$ cat src/rtl/arb_pkg.sv
// Shared constants and types for the round-robin arbiter and its request shaper.
package arb_pkg;

   localparam int unsigned NUM_REQ = 4;
   localparam int unsigned LEN_W   = 4;
   localparam int unsigned QDEPTH  = 2;

   localparam int unsigned PTR_W = $clog2(QDEPTH);
   localparam int unsigned CNT_W = $clog2(QDEPTH + 1);

   localparam int unsigned REQ0 = 0;
   localparam int unsigned REQ1 = 1;
   localparam int unsigned REQ2 = 2;
   localparam int unsigned REQ3 = 3;

   localparam logic [NUM_REQ-1:0] GNT_REQ0 = 4'b0001;
   localparam logic [NUM_REQ-1:0] GNT_REQ1 = 4'b0010;
   localparam logic [NUM_REQ-1:0] GNT_REQ2 = 4'b0100;
   localparam logic [NUM_REQ-1:0] GNT_REQ3 = 4'b1000;

   typedef logic [LEN_W-1:0] len_t;
   typedef logic [PTR_W-1:0] ptr_t;
   typedef logic [CNT_W-1:0] cnt_t;

endpackage

$ cat src/rtl/arb_req_lane.sv
// One requester lane: burst-length FIFO feeding a remaining-beat counter that drives REQ.
module arb_req_lane
   import arb_pkg::*;
(
   input  logic clk,
   input  logic rst,
   input  logic push_valid,
   input  len_t push_len,
   output logic push_ready,
   input  logic gnt,
   output logic req,
   output logic beat_done,
   output logic burst_done,
   output logic spurious
);

   len_t mem [QDEPTH];
   ptr_t rd_ptr, rd_ptr_nxt;
   ptr_t wr_ptr, wr_ptr_nxt;
   cnt_t count, count_nxt;
   len_t rem, rem_nxt;
   logic fifo_wr;
   logic fifo_rd;

   assign push_ready = (count != CNT_W'(QDEPTH));
   assign req        = (rem != '0) || (count != '0);

   // Next-state: a load on the final granted beat chains bursts without a bubble.
   always_comb begin
      fifo_wr    = 1'b0;
      fifo_rd    = 1'b0;
      rem_nxt    = rem;
      count_nxt  = count;
      rd_ptr_nxt = rd_ptr;
      wr_ptr_nxt = wr_ptr;
      beat_done  = 1'b0;
      burst_done = 1'b0;
      spurious   = 1'b0;

      fifo_wr = push_valid && push_ready && (push_len != '0);
      fifo_rd = ((rem == '0) || ((rem == LEN_W'(1)) && gnt)) && (count != '0);

      if (!rst) begin
         beat_done  = gnt && (rem != '0);
         burst_done = gnt && (rem == LEN_W'(1));
         spurious   = gnt && (rem == '0);
      end

      if (fifo_rd) begin
         rem_nxt    = mem[rd_ptr];
         rd_ptr_nxt = rd_ptr + PTR_W'(1);
      end else if (gnt && (rem != '0)) begin
         rem_nxt = rem - LEN_W'(1);
      end

      if (fifo_wr) begin
         wr_ptr_nxt = wr_ptr + PTR_W'(1);
      end

      count_nxt = count + CNT_W'(fifo_wr) - CNT_W'(fifo_rd);
   end

   always_ff @(posedge clk) begin
      if (rst) begin
         rem    <= '0;
         count  <= '0;
         rd_ptr <= '0;
         wr_ptr <= '0;
      end else begin
         rem    <= rem_nxt;
         count  <= count_nxt;
         rd_ptr <= rd_ptr_nxt;
         wr_ptr <= wr_ptr_nxt;
      end
   end

   // Storage needs no reset; occupancy is tracked by count.
   always_ff @(posedge clk) begin
      if (!rst && fifo_wr) begin
         mem[wr_ptr] <= push_len;
      end
   end

endmodule

$ cat src/rtl/arb_req_shaper.sv
// Request shaper in front of the 4-way arbiter: per-lane burst tracking plus grant protocol checks.
module arb_req_shaper
   import arb_pkg::*;
(
   input  logic                     clk,
   input  logic                     rst,
   input  logic [NUM_REQ-1:0]       push_valid,
   input  logic [NUM_REQ*LEN_W-1:0] push_len,
   output logic [NUM_REQ-1:0]       push_ready,
   input  logic [NUM_REQ-1:0]       GNT,
   output logic [NUM_REQ-1:0]       REQ,
   output logic [NUM_REQ-1:0]       beat_done,
   output logic [NUM_REQ-1:0]       burst_done,
   output logic                     spurious_gnt,
   output logic                     gnt_err
);

   logic [NUM_REQ-1:0] spurious;
   logic               multi_gnt;

   for (genvar i = 0; i < NUM_REQ; i++) begin : g_lane
      arb_req_lane u_lane (
         .clk        (clk),
         .rst        (rst),
         .push_valid (push_valid[i]),
         .push_len   (push_len[i*LEN_W +: LEN_W]),
         .push_ready (push_ready[i]),
         .gnt        (GNT[i]),
         .req        (REQ[i]),
         .beat_done  (beat_done[i]),
         .burst_done (burst_done[i]),
         .spurious   (spurious[i])
      );
   end

   assign spurious_gnt = |spurious;

   // More than one bit set iff clearing the lowest set bit leaves something.
   assign multi_gnt = (GNT & (GNT - NUM_REQ'(1))) != '0;

   always_ff @(posedge clk) begin
      if (rst) begin
         gnt_err <= 1'b0;
      end else if (multi_gnt) begin
         gnt_err <= 1'b1;
      end
   end

endmodule

$ cat config.mk
export PLATFORM = sky130hd
export DESIGN_NAME = arb_req_shaper
export DESIGN_NICKNAME = d
export VERILOG_FILES = /design/src/rtl/arb_pkg.sv /design/src/rtl/arb_req_lane.sv /design/src/rtl/arb_req_shaper.sv
export SDC_FILE = /design/constraint.sdc
export NUM_CORES = 1
export LEC_CHECK = 0
export ABC_AREA = 1
export CAP_MARGIN = 0
export CORE_ASPECT_RATIO = 0.8
export CORE_UTILIZATION = 45
export CTS_CLUSTER_SIZE = 16
export DETAILED_ROUTE_END_ITERATION = 7
export GPL_ROUTABILITY_DRIVEN = 0
export PLACE_DENSITY = 0.69
export SYNTH_ARGS = -nofsm -noshare
export SYNTH_HDL_FRONTEND = slang
export SYNTH_SLANG_ARGS = --single-unit
$ cat constraint.sdc
create_clock -name clk -period 2.2 [get_ports clk]
set_clock_uncertainty 0.2 [all_clocks]
set_input_delay 0.22 -clock clk [delete_from_list [all_inputs] [get_ports clk]]
set_output_delay 0.22 -clock clk [all_outputs]
set_load 0.005 [all_outputs]
==> metrics.cfg <==
[floorplan]
start_util_pct=47.8
rows=28
fp.dieH_microns=82.6
die_x_microns=103
die_area_sq_um=8480
io_pins=44
coreArea_sq_um=7640

[timing]
fin_ws_ns=0.138
max-slew-margin-rel_pct=75.5
rsz0062_at_grt=no
maxSlewViolCount=0
fmax_mhz=485
finalHoldViolCount=0
setup_viol=0
worst_slew_pin_slew_ns=0.366
fin_crit_ns=2.06
post-route-period-util_pct=93.7

[routing]
wl_microns=7730
routed-via-count=3024
route.antenna.remaining_nets=0
post-route-drc-count=0
viasPerCell=4.82
drtIter0Drc=123
dr.pass1.iters=4
wl_per_cell_microns=12.3

[synthesis]
yosys-top-cells-count=99 x nand2_1, 70 x inv_1, 55 x nor2_1
yosys_warnings=0
yosysTopAreaCellShare_pct=26.3
synth-simple-area-share_pct=26.9
synthArstFlopShare_pct=0
yosys.cell_count.top_type=nand2_1
postSynthCellCount=466
synth_area_leaders=edfxtp_1 26%, dfxtp_1 20%, nand2_1 10%
synth_nets=505
ys_ff_latch=69
synthXorXnorAreaFrac_pct=1.44
synth_edf_count=32
synthMuxAreaShare_pct=0
synth_area_sq_um=3650
synthFlopType=dfxtp_1
ys_seq_area_share_pct=46.6
synthAdderAreaFrac_pct=4.45
synth_cell_type_count=31
syn_area_per_cell_sq_um=7.84
synth-compound-area-share_pct=8.46
synth_top_family_by_area=simple AND/OR/NAND/NOR gates
yosysTopAreaCell=edfxtp_1

[critical_path]
arrival_ns=2.15
worst-setup-path-type=flip-flop to flip-flop
reg2reg_slack_ns=0.14
required_ns=2.29
worstPathMaxFanout=2
rr_startpoint=g_lane[3].u_lane.rem[1]
worstSetupStartpointType=flip-flop
endpoint_kind=flip-flop
cp-startpoint=g_lane[3].u_lane.rem[1]
rr_worst_depth=14
r2r-end=g_lane[3].u_lane.count[1]

[final_layout]
nets=557
final_cell_area_sq_um=4530
antenna_cells=0
syn2layout_area_growth_pct=24.2
layout-drive-gt1-share_pct=15.7

[clock_tree]
numCtsBuffers=9
insertion_delay_ns=0.36
clock-sinks=69
cts-root-buf=clkbuf_8
htree_levels=3
cts_hold_buf=0
clockBufferDepth=2
cts.clk_slew.worst_paths_ns=0.07
cts_tree=yes

[hold_path]
holdPathStages=1
worst_hold_startpoint=push_len[12]
min-delay-path-class=input port to flip-flop
min_to=g_lane[3].u_lane.mem[1][0]

[global_routing]
grt_pass1_wl_microns=12900
overflow=0
grt_max_degree=19
track_usage_pct=20.1
antenna_found_initial=0
grt_pass1_vias=2825

[power_and_ir_drop]
p_per_area_nw_per_um2=1260
p_leak_nw=2.16
ir_drop_mv=0.409

[placed_design]
dp_hpwl_microns=5450
dpl_cell_area_sq_um=4190
io_buffer_count=43
dpl_worst_slack_ns=0.0115

[status]
status=completed

[run]
drv_cap=0

[per-layer routing]
metal  global-route usage, %  up-vias  share of wire (%)
met5                       0        -                  0
met4                    7.57        0                1.5
met3                    5.47       13                4.7
met2                    32.7       65                 46
met1                    25.6     1353                 48
li1                        -     1593                  -
[area by class of cell]
cell class | count | area [sq um]
inverter | 71 | 267
sequential | 69 | 1710
multi-input combinational | 301 | 1600
fill | 686 | 3100
clock inverter | 7 | 66.3
timing repair buffer | 66 | 634
clock buffer | 9 | 124
tap | 105 | 131
[cells by family after synthesis]
| logic type | after synthesis |
|---|---|
| fa+ha+maj | 13 |
| simple gates | 224 |
| compound gates | 58 |
| xor+xnor | 6 |
| buf+inv | 96 |
| flops | 69 |
[how the worst max path moves through the flow]
stage | cells after the start | endpoint | slack (ns)
3_5_place_dp | 13 | g_lane[3].u_lane.count[1] | 0.01
5_1_grt | 14 | g_lane[3].u_lane.count[1] | 0.004
4_1_cts | 7 | burst_done[0] | -0.03
3_3_place_gp | 13 | g_lane[3].u_lane.count[1] | 0.04
2_1_floorplan | 13 | g_lane[3].u_lane.count[1] | 0.03
6_report | 14 | g_lane[3].u_lane.count[1] | 0.14
[flip-flops by register name, summed over array words and instances, names as in the netlist, named ones only]
| register | flops |
|---|---|
| g_lane.u_lane.rem | 16 |
| gnt_err | 1 |
| g_lane.u_lane.wr_ptr | 4 |
| g_lane.u_lane.mem | 32 |
| g_lane.u_lane.rd_ptr | 4 |
| g_lane.u_lane.count | 8 |
[metrics by stage]
step	TNS [ns]	power, mW	hold slack [ns]	instances	utilization [%]
2_1_floorplan	0	3.78	0.119	466	-
3_3_place_gp	0	4.34	0.263	607	54.8
3_5_place_dp	0	4.41	0.271	607	54.8
4_1_cts	-0.0346	5.68	0.253	625	58.7
5_1_grt	0	6.23	0.260	628	59.4
6_report	0	5.73	0.267	628	59.4
[report_power, final]
group	internal [mW]	switching [mW]	total (mW)
registers	1.64	0.222	1.87
logic	1.24	1.60	2.84
clock network	0.515	0.504	1.02
total	3.40	2.33	5.73
[cell usage in the layout, fill, tap and decap left out]
| cell | count |
|---|---|
| o21ai_2 | 1 |
| xor2_1 | 5 |
| dlymetal6s2s_1 | 8 |
| nand4_1 | 3 |
| dfxtp_2 | 8 |
| a21boi_1 | 1 |
| edfxtp_1 | 32 |
| nor2_2 | 4 |
| ha_1 | 8 |
| a31oi_1 | 1 |
| xnor2_2 | 1 |
| clkbuf_8 | 9 |
| dfxtp_1 | 29 |
| nand3b_1 | 4 |
| nand2_1 | 95 |
| nor2_4 | 1 |
| dlygate4sd2_1 | 1 |
| clkinvlp_4 | 3 |
| inv_1 | 62 |
| clkdlybuf4s50_1 | 34 |
| o21ai_0 | 26 |
| o21ai_1 | 5 |
| a21oi_1 | 20 |
| clkinv_2 | 2 |
| nand2_2 | 8 |
| nor3_1 | 4 |
| inv_2 | 8 |
| ha_2 | 1 |
| o31ai_1 | 1 |
| a21boi_2 | 1 |
| bufinv_16 | 1 |
| nor2_1 | 52 |
| nand2_4 | 7 |
| nand3_1 | 46 |
| ha_4 | 4 |
| buf_12 | 1 |
| clkinv_1 | 2 |
| o22ai_1 | 2 |
| buf_4 | 22 |
[worst max-delay path, cell delays in order (launching register included)]
cell	delay, ns
dfxtp_2	0.34
inv_2	0.05
ha_1	0.18
nand2_1	0.06
inv_1	0.04
nand2_2	0.06
nand2_2	0.05
nand2_1	0.07
inv_1	0.05
ha_1	0.26
inv_1	0.04
ha_2	0.18
xnor2_2	0.15
buf_4	0.13
a21oi_1	0.14
[repair_timing]
item,CTS,global route
resized for setup,33,13
buffers inserted,2,3
pin swaps,4,3
setup endpoints to repair,6,9
hold endpoints to repair,0,0
(Power assumes the default switching activity.)
